File: src/rtl/ysyx_23060187_ifu.sv
// Instruction fetch unit.
// Issues sequential word-aligned fetches under a credit limit (FIFO entries
// plus in-flight requests never exceed FIFO_DEPTH). In-order responses are tagged
// with their fetch pc from a small pc queue and buffered for decode. A redirect
// flushes the buffer, restarts fetch and discards responses still owed to the old stream.
// Optional feature macro: IFU_PERF_CNT_EN adds perf_fetched/perf_dropped/perf_stall.
module ysyx_23060187_ifu #(
  parameter logic [31:0] RESET_PC   = 32'h8000_0000,
  parameter int          FIFO_DEPTH = 4
) (
  input  logic        clk,
  input  logic        rst,
  output logic        imem_req_valid,
  output logic [31:0] imem_req_addr,
  input  logic        imem_req_ready,
  input  logic        imem_resp_valid,
  input  logic [31:0] imem_resp_data,
  output logic        inst_valid,
  output logic [31:0] inst,
  output logic [31:0] inst_pc,
  input  logic        inst_ready,
  input  logic        redirect_valid,
  input  logic [31:0] redirect_pc
`ifdef IFU_PERF_CNT_EN
  ,
  output logic [31:0] perf_fetched,
  output logic [31:0] perf_dropped,
  output logic [31:0] perf_stall
`endif
);

  localparam int          AW      = (FIFO_DEPTH > 1) ? $clog2(FIFO_DEPTH) : 1;
  localparam int          CW      = AW + 1;
  localparam logic [CW:0] DEPTH_W = (CW + 1)'(FIFO_DEPTH);

  // IDLE: no credits; FETCH: requesting; DRAIN: old-stream responses still owed
  typedef enum logic [1:0] {IDLE, FETCH, DRAIN} ifu_state_e;

  ifu_state_e    state;

  logic [31:0]   fetch_pc;
  logic [CW-1:0] outst;
  logic [CW-1:0] outst_nxt;
  logic [CW-1:0] drop_cnt;

  // in-order pc of every in-flight request (old and new stream alike)
  logic [31:0]   pcq [FIFO_DEPTH];
  logic [AW-1:0] pcq_wr;
  logic [AW-1:0] pcq_rd;

  // instruction buffer
  logic [31:0]   fifo_inst [FIFO_DEPTH];
  logic [31:0]   fifo_pc   [FIFO_DEPTH];
  logic [AW-1:0] wr_ptr;
  logic [AW-1:0] rd_ptr;
  logic [CW-1:0] cnt;

  logic [CW:0]   used;
  logic          credit;
  logic          accept;
  logic          resp;
  logic          drop;
  logic          push;
  logic          pop;

  assign used     = {1'b0, cnt} + {1'b0, outst};
  assign credit   = used < DEPTH_W;
  assign accept   = imem_req_valid && imem_req_ready;
  // a response with nothing in flight cannot be legal; ignore it rather than underflow
  assign resp     = imem_resp_valid && (outst != '0);
  // anything arriving in a redirect cycle belongs to the stream being abandoned
  assign drop     = resp && (redirect_valid || (drop_cnt != '0));
  assign push     = resp && !drop;
  assign pop      = inst_valid && inst_ready;

  assign outst_nxt = outst + CW'(accept) - CW'(resp);

  assign imem_req_addr = fetch_pc;
  assign inst_valid    = (cnt != '0);
  assign inst          = fifo_inst[rd_ptr];
  assign inst_pc       = fifo_pc[rd_ptr];

  // fetch status decode and request gating (no request while in reset or redirecting)
  always_comb begin
    state = FETCH;
    if (!credit)
      state = IDLE;
    else if (drop_cnt != '0)
      state = DRAIN;
    imem_req_valid = rst && (state != IDLE) && !redirect_valid;
  end

  // fetch pointer, in-flight count and stale-response drop count
  always_ff @(posedge clk) begin
    if (!rst) begin
      fetch_pc <= RESET_PC;
      outst    <= '0;
      drop_cnt <= '0;
    end else begin
      outst <= outst_nxt;
      if (redirect_valid) begin
        fetch_pc <= redirect_pc & ~32'h3;
        drop_cnt <= outst_nxt;
      end else begin
        if (accept)
          fetch_pc <= fetch_pc + 32'd4;
        if (resp && (drop_cnt != '0))
          drop_cnt <= drop_cnt - CW'(1);
      end
    end
  end

  // pc queue: push on accept, pop on every response (kept or dropped)
  always_ff @(posedge clk) begin
    if (!rst) begin
      pcq_wr <= '0;
      pcq_rd <= '0;
      for (int i = 0; i < FIFO_DEPTH; i++)
        pcq[i] <= '0;
    end else begin
      if (accept) begin
        pcq[pcq_wr] <= fetch_pc;
        pcq_wr      <= pcq_wr + AW'(1);
      end
      if (resp)
        pcq_rd <= pcq_rd + AW'(1);
    end
  end

  // instruction buffer: registered head, flushed by redirect
  always_ff @(posedge clk) begin
    if (!rst) begin
      wr_ptr <= '0;
      rd_ptr <= '0;
      cnt    <= '0;
      for (int i = 0; i < FIFO_DEPTH; i++) begin
        fifo_inst[i] <= '0;
        fifo_pc[i]   <= '0;
      end
    end else if (redirect_valid) begin
      wr_ptr <= '0;
      rd_ptr <= '0;
      cnt    <= '0;
    end else begin
      if (push) begin
        fifo_inst[wr_ptr] <= imem_resp_data;
        fifo_pc[wr_ptr]   <= pcq[pcq_rd];
        wr_ptr            <= wr_ptr + AW'(1);
      end
      if (pop)
        rd_ptr <= rd_ptr + AW'(1);
      cnt <= cnt + CW'(push) - CW'(pop);
    end
  end

`ifdef IFU_PERF_CNT_EN
  // free-running event counters, wrap mod 2^32
  always_ff @(posedge clk) begin
    if (!rst) begin
      perf_fetched <= '0;
      perf_dropped <= '0;
      perf_stall   <= '0;
    end else begin
      if (push)
        perf_fetched <= perf_fetched + 32'd1;
      if (drop)
        perf_dropped <= perf_dropped + 32'd1;
      if (inst_ready && !inst_valid)
        perf_stall <= perf_stall + 32'd1;
    end
  end
`endif

endmodule

File: config.mk
export PLATFORM = sky130hd
export DESIGN_NAME = ysyx_23060187_ifu
export DESIGN_NICKNAME = d
export VERILOG_FILES = /design/src/rtl/ysyx_23060187_ifu.sv
export SDC_FILE = /design/constraint.sdc
export NUM_CORES = 1
export LEC_CHECK = 0
export ABC_AREA = 1
export CAP_MARGIN = 20
export CORE_MARGIN = 2
export CORE_UTILIZATION = 58
export DETAILED_ROUTE_END_ITERATION = 6
export PLACE_DENSITY = 0.87
export REMOVE_ABC_BUFFERS = 1
export SLEW_MARGIN = 40
export SYNTH_ARGS = -nofsm -noshare
export SYNTH_HDL_FRONTEND = slang
export SYNTH_SLANG_ARGS = --single-unit
export TNS_END_PERCENT = 30
File: constraint.sdc
create_clock -name clk -period 8.05 [get_ports clk]
set_input_delay 1.2075 -clock clk [delete_from_list [all_inputs] [get_ports clk]]
set_output_delay 1.2075 -clock clk [all_outputs]
set_load 0.01 [all_outputs]
==> metrics.yaml <==
grt_max_degree: 115
synth_common_cells: "nor2_1 (422), edfxtp_1 (368), nand2_1 (264), inv_1 (159), o21ai_0 (156)"
synth-seq-cells: 419
yosysSeqAreaShare_pct: 63.6
drive_above_1_share_pct: 9.24
fmax_ghz: 0.218
route.detailed.drc: 0
cts_made_buffers: 42
internal-power_mw: 3.84
cp_max_fo: 83
fin_crit_sh_pct: 57.0
layout_min_cycle_time_ps: 4590
overflow: 0
required_ps: 8250
antenna_found_initial: 0
slew_headroom_pct: 44.7
synth_area_leaders: "edfxtp_1 (58%), nor2_1 (8.3%), dfxtp_1 (5.4%)"
cap_violations: 0
ant_nets: 0
htree_levels: 2
fp.dieArea_mm2: 0.0342
clk_latency_ps: 540
p_sw_share_pct: 25.3
syn_inst: 1900
critical_path_class: "input port to flip-flop"
syn_area_per_cell_um2: 9.99
ctsHoldBuffers: 0
cts_repair_resize_count: 0
cp.arrival_ps: 4780
design.core.area_mm2: 0.0324
grt_pass1_vias: 14200
finalSetupViolations: 0
cts_setup_buffers: 0
ir_drop_mv: 0.175
n_fill_cell: 2300
initial_core_util_pct: 58.6
p_leak_nw: 8.43
synth_edf_count: 368
yosysMostFrequentCell: "nor2_1"
num_rows: 66
cts_tree: "yes"
syn2layout_area_growth_pct: 17.1
n_antenna_cell: 0
synthFlopType: "edfxtp_1"
tightest_slew_ps: 830
clk_pin_slew_ps: 60
rsz0062_at_grt: "false"
grt_first_pass_wirelength_mm: 72.1
pwr-share-comb_pct: 13.9
drt_iter0_drc: 1614
place_ws_ps: 2620
netlist_area_mm2: 0.0190
via_count: 14300
fin_ws_ps: 3460
fin_skew_ps: 11.5
ios: 168
p_sw_mw: 1.30
worstHoldPathType: "flip-flop to flip-flop"
track_usage_pct: 27.1
fin_tns_setup_ps: 0
critPathLaunchType: "input port"
die_y_um: 185
power.total_mw: 5.14
clockPowerShare_pct: 36.6
yosysWarnings: 0
clock-sinks: 419
async_flop_share_pct: 0
synth_cell_types: 38
worst_setup_path_end_kind: "flip-flop"
final_hold_viol_count: 0
finalWirelength_mm: 46.0
timing.hold.ws_ps: 463
yosysTopAreaCell: "edfxtp_1"
place_hpwl_mm: 25.8
die_width_um: 185
cts_root_buffer: "clkbuf_16"
cts_max_path_buffers: 3
pwr_density_cell_mw_per_mm2: 232
synth_top_area_share_pct: 58.2
place_congestion: 0.914
final_max_slew_viol_count: 0
final_nets: 2095
firstDrtPassIters: 5
portBuffers: 161
avgRoutedWirePerCell_um: 18.5
status: "complete, no violations"
vias_per_cell: 5.74
seqPwrFrac_pct: 49.5
[placed cells by master, fill, tap and decap left out, drive strengths merged, types with 2 or more instances in the layout]
master           n
a21oi           57
a31oi            3
a32o            28
buf             23
bufinv           3
clkbuf          56
clkdlybuf4s50  161
clkinv          14
clkinvlp         2
conb             4
dfxtp           51
edfxtp         368
fa               2
ha               9
inv            164
nand2          269
nand3           37
nand4            5
nor2           482
nor3            39
o211ai           5
o21ai          157
o22ai           62
or2             30
xor2            11
[metal layers]
metal	part of all wire, %	routed length (um)	track usage, %
met3	9.2	4250	3.99
met2	50	22900	47.1
met4	2.3	1050	9.81
met1	39	17800	34.7
met5	0	0	0
[logic make-up (layout without fill, tap and decap cells)]
group	Yosys count	after routing	synth area share, %
buffers and inverters	281	423	6.20
adders and majority gates	11	11	0.804
AOI/OAI and AO/OA	313	313	9.50
xor gates and xnor gates	12	12	0.554
and+or+nand+nor	863	863	19.3
other	1	4	0.0198
DFF	419	419	63.6
[path summary, 6_finish.rpt]
kind | slack, ps | end | cells past startpoint | startpoint
setup reg to reg | 4250 | fifo_inst[0][5] | 11 | drop_cnt[0]
hold reg to reg | 460 | flip-flop | 2 | rd_ptr[1]
setup / recovery | 3460 | fifo_inst[0][5] | 10 | redirect_valid
hold / removal | 460 | flip-flop | 2 | rd_ptr[1]
[power groups by stage]
stage	registers [mW]	logic, mW	clock network (mW)
global placement	2.58	0.678	0
detailed placement	2.59	0.701	0
floorplan	2.61	0.389	0
finish	2.55	0.716	1.88
CTS	2.54	0.713	1.89
global route	2.56	0.781	1.98
[registers in the layout, summed over array words and instances (netlist names), named ones only]
register,cells
fifo_pc,120
outst,3
wr_ptr,2
fifo_inst,128
drop_cnt,3
rd_ptr,2
pcq,120
cnt,3
pcq_wr,2
pcq_rd,2
imem_req_addr,30
[stage by stage]
step           instance area [um^2]  instances  util [%]
2_1_floorplan                 18400       1786         -
5_1_grt                       22200       2487      68.6
3_3_place_gp                  20800       2410      64.3
6_report                      22200       2487      68.6
4_1_cts                       22200       2487      68.6
3_5_place_dp                  20900       2412      64.5
[critical path, cell delays in order]
cell	delay, ps
clkdlybuf4s50_1	450
buf_4	340
nor3_4	100
nand2_2	80
buf_6	490
clkinv_1	790
nand2_2	200
buf_4	580
nand2_2	100
buf_6	330
[cell type report]
cell class / instances / area (um^2) / share of cell area, %
tap: 442 / 553 / 2.49
sequential: 419 / 12100 / 54.4
clock inverter: 19 / 176 / 0.794
clock buffer: 56 / 1130 / 5.11
multi-input combinational: 1203 / 5810 / 26.1
timing repair buffer: 184 / 1850 / 8.31
inverter: 164 / 622 / 2.80
(Power assumes the default switching activity.)
==> RTL change 1: new RTL, same flow settings <==
The option `IFU_PERF_CNT_EN` is turned on by a define.
--- a/src/rtl/ysyx_23060187_ifu.sv
+++ b/src/rtl/ysyx_23060187_ifu.sv
@@ -5,4 +5,6 @@
 // flushes the buffer, restarts fetch and discards responses still owed to the old stream.
 // Optional feature macro: IFU_PERF_CNT_EN adds perf_fetched/perf_dropped/perf_stall.
+`define IFU_PERF_CNT_EN
+
 module ysyx_23060187_ifu #(
   parameter logic [31:0] RESET_PC   = 32'h8000_0000,
Behaviour (old outputs only; new: perf_dropped, perf_fetched and perf_stall): same outputs for any inputs over 4 cycles, from zero or initial values and one cycle with rst low; that may be too few to reach the edited logic, so the function may still have changed.
==> RTL change 1 against the original RTL <==
- design area grew 32%
- synthesized area grew 29%
- die area grew 28%
- power grew 28%
- sequential cell count grew 96
- setup slack lost 120 ps
- wire length grew 47%
- final cell count grew 48%
- largest cell class unchanged
- largest power group unchanged
- highest routed layer is now met5
==> RTL change 1: results (changes against the original RTL) <==
* Status: finished clean
* Seq/Total Area, Yosys at 57.1% (-6.5 points)
* Vias in the first global route at 20,483 (+44%)
* Num CTS Buffers at 52 (+24%)
* Cell Area, Placed at 27,500 um^2 (+32%)
* DP HPWL at 43,200 um (+67%)
* Fin nets at 3,186 (+52%)
* Maximum vdd drop at 0.177 mV (+1.1%)
* DR iter-0 viols at 1,826 (+13%)
* Clock Skew at 17.1 ps (+5.55 ps)
* Worst Hold Class: register to register
* Top post-synthesis cells by area: edfxtp_1, dfxtp_1, nor2_1
* Later-pin clock latency in the skew report at 610 ps (+70 ps)
* Initial antenna violation count at 4 (+4)
* Reg-to-reg startpoint: cnt[1]
* Critical path arrival at 5040 ps (+260 ps)
* Total GRT Usage at 30.4% (+3.3 points)
* Top cells by count, synth: nor2_1, nand2_1, edfxtp_1
* Layout cells sized above 1 at 5.18% (-4.1 points)
* Filler Cells Inserted at 3,138 (+36%)
* Routed vias/inst at 5.67 (-1.3%)
* Netlist cell types at 41 (+7.9%)
* Final WL at 67,600 um (+47%)
* Place WS at 2750 ps (+133 ps)
* First-pass GRT wire length at 105,000 um (+46%)
* RePlAce Congestion at 0.947 (+3.5%)
* IO buf count at 257 (+60%)
* Largest net degree at the start of global routing at 103 (-10%)
* Pleak at 10.6 nW (+26%)
* Root Buffer: clkbuf_16
* CP Max Fanout at 59 (-29%)
* Worst slew pin tran at 892 ps (+62.5 ps)
## RTL change 1: cell types whose count changed after synthesis, sizes merged, moves of 4 or more
| cell | delta |
|---|---|
| nand2 | +403 |
| nand3b | +37 |
| inv | +66 |
| nor2 | +238 |
| dfxtp | +96 |
| o21ai | +30 |
| xor2 | +7 |
| nand3 | +24 |
| o211ai | -5 |
| nor3 | +4 |
| or2 | -29 |
| nand4 | +10 |
| clkbuf | +18 |
| a21oi | +82 |
## RTL change 1: cell type report
class                      instances  area, um^2  area share, %
multi-input combinational       2017        9130           31.1
tap                              539         674           2.30
timing repair buffer             286        2820           9.61
clock buffer                      65        1400           4.78
sequential                       515       14000           47.7
inverter                         230         868           2.96
clock inverter                    31         452           1.54
## RTL change 1: final timing paths
path / slack [ps] / cells past startpoint / endpoint
worst max-delay path: 3340 / 11 / pcq[2][20]
worst min-delay path: 470 / 2 / register
worst max register to register: 4440 / 11 / pcq[2][20]
worst min register to register: 470 / 2 / register
## RTL change 1: power by group
group	leakage, nW	switching (mW)	internal [mW]
sequential	5.00	0.0685	2.98
clock	0.891	1.06	1.56
combinational	4.73	0.600	0.297
total	10.6	1.73	4.84
## RTL change 1: kinds of logic (layout without fill, tap and decap cells)
family | count (synthesis) | count (layout) | share of synthesized area, %
adder cells (fa/ha/maj) | 14 | 14 | 0.776
XOR/XNOR | 21 | 21 | 0.750
AO/OA/AOI/OAI | 427 | 427 | 9.75
other | 1 | 4 | 0.0153
buffers and inverters | 368 | 612 | 5.99
flip-flops | 515 | 515 | 57.1
AND/OR/NAND/NOR | 1551 | 1551 | 25.6
## RTL change 1: through the flow
step                hold WS [ps]  std cells
detailed placement           460       3587
floorplan                    436       2762
CTS                          470       3683
finish                       467       3683
global placement             442       3585
global route                 499       3683
## RTL change 1: routing by layer
layer	share of wire (%)	global-route usage (%)	up-vias
met3	9.2	6.78	168
met1	38	36.8	9799
met2	50	53.3	946
met4	3.4	11.3	4
met5	0.035	0	-
li1	-	-	9950
## RTL change 1: worst max-delay path, cell delays in order
cell	delay (ps)
clkdlybuf4s50_1	860
inv_2	300
nand3b_2	170
nor2_4	60
nand2_2	50
buf_4	570
inv_2	410
nand2_1	140
buf_4	320
nand2_1	500
buf_4	420
==> RTL change 2: new RTL, same flow settings <==
Without the edit above. `FIFO_DEPTH`: 4 -> 8.
--- a/src/rtl/ysyx_23060187_ifu.sv
+++ b/src/rtl/ysyx_23060187_ifu.sv
@@ -7,5 +7,5 @@
 module ysyx_23060187_ifu #(
   parameter logic [31:0] RESET_PC   = 32'h8000_0000,
-  parameter int          FIFO_DEPTH = 4
+  parameter int          FIFO_DEPTH = 8
 ) (
   input  logic        clk,
Check against the original RTL: no difference found for any inputs over 4 cycles, from zero or initial values and one cycle with rst low; that may be too few to reach the edited logic, so the function may still have changed.
==> RTL change 2 against the original RTL <==
- die area is 84% higher
- setup slack worse by 520 ps
- wire length is 100% higher
- sequential cell count is 377 higher
- power is 110% higher
- design area is 80% higher
- synthesized area is 86% higher
- final cell count is 77% higher
==> RTL change 2: results (changes against the original RTL) <==
* Status: finished clean
* Post-layout util at 66.1% (-2.5 points)
* Clock Skew at 32.6 ps (+21.1 ps)
* Setup slack, reg-to-reg at 4650 ps (+400 ps)
* Largest net degree at the start of global routing at 181 (+57%)
* Hold slack at 451 ps (-11.7 ps)
* Clock network area share at 6.09% (+0.19 points)
* Cell Area, Placed at 37,400 um^2 (+79%)
* Synth Area in XOR/XNOR at 0.248% (-0.31 points)
* Critical path arrival at 3900 ps (-880 ps)
* H-tree lvl count at 3 (+1)
* Dpl cells at 4,247 (+76%)
* DR iter-0 viols at 3,599 (+120%)
* Fraction of area in registers at 58.4% (+4.1 points)
* Non-clock buffer total of the final layout at 205 (+11%)
* Pwr dens at 265 nW/um^2 (+14%)
* R2R Path End: fifo_pc[1][12]
* Layout cells sized above 1 at 6.32% (-2.9 points)
* Multi-input gates at 2,333 (+94%)
* Non-clk buf share at 5.13% (-3.2 points)
* Seq/Total Area, Yosys at 65.9% (+2.3 points)
* Clock sink count at 796 (+90%)
* DR top layer: met5
* Netlist cell types at 43 (+13%)
* Vias in the first global route at 27,171 (+91%)
* Initial antenna violation count at 1 (+1)
* WL met2 at 45,500 um (+99%)
* First-pass GRT wire length at 142,000 um (+96%)
* Worst rel slew slack at 39.6% (-5.1 points)
* Final WL at 91,900 um (+100%)
* CP Max Fanout at 72 (-13%)
* Inverters excl. clock at 132 (-20%)
* Routed vias/inst at 6.15 (+7.2%)
* Routed wire length per instance at 20.9 um (+13%)
* Top post-synthesis cells by area: edfxtp_1, nor2_1, o21ai_0
* Post-synth EDFFs at 736 (+100%)
* Fraction of standard cell area in multi-input logic at 26.6% (+0.47 points)
* Met1 wire length at 32,100 um (+80%)
* Later-pin clock latency in the skew report at 640 ps (+100 ps)
* Post-Syn Instances at 3,490 (+84%)
## RTL change 2: power by group
group	internal, mW	switching, mW	total (mW)
Clock	1.95	1.57	3.51
Combinational	0.726	1.46	2.18
Sequential	4.73	0.143	4.87
Total	7.40	3.17	10.6
## RTL change 2: layer usage
metal  GRT usage [%]  vias up
met4            13.8        2
met1            35.6    12761
met2            49.5     1889
met3            4.96      329
li1                -    12021
met5               0        -
## RTL change 2: how the worst max path moves through the flow
stage / from / endpoint
finish: register / inst_pc[25]
global placement: rst / fifo_inst[3][24]
floorplan: register / inst[0]
detailed placement: rst / fifo_inst[3][24]
CTS: register / inst_pc[25]
global route: register / inst_pc[25]
## RTL change 2: critical path: stages (launching register included)
cell             delay, ps
dfxtp_4                530
inv_6                  530
buf_4                  660
o21ai_0                230
o22ai_1                190
nor2_1                  90
a31oi_1                350
clkdlybuf4s50_1        610
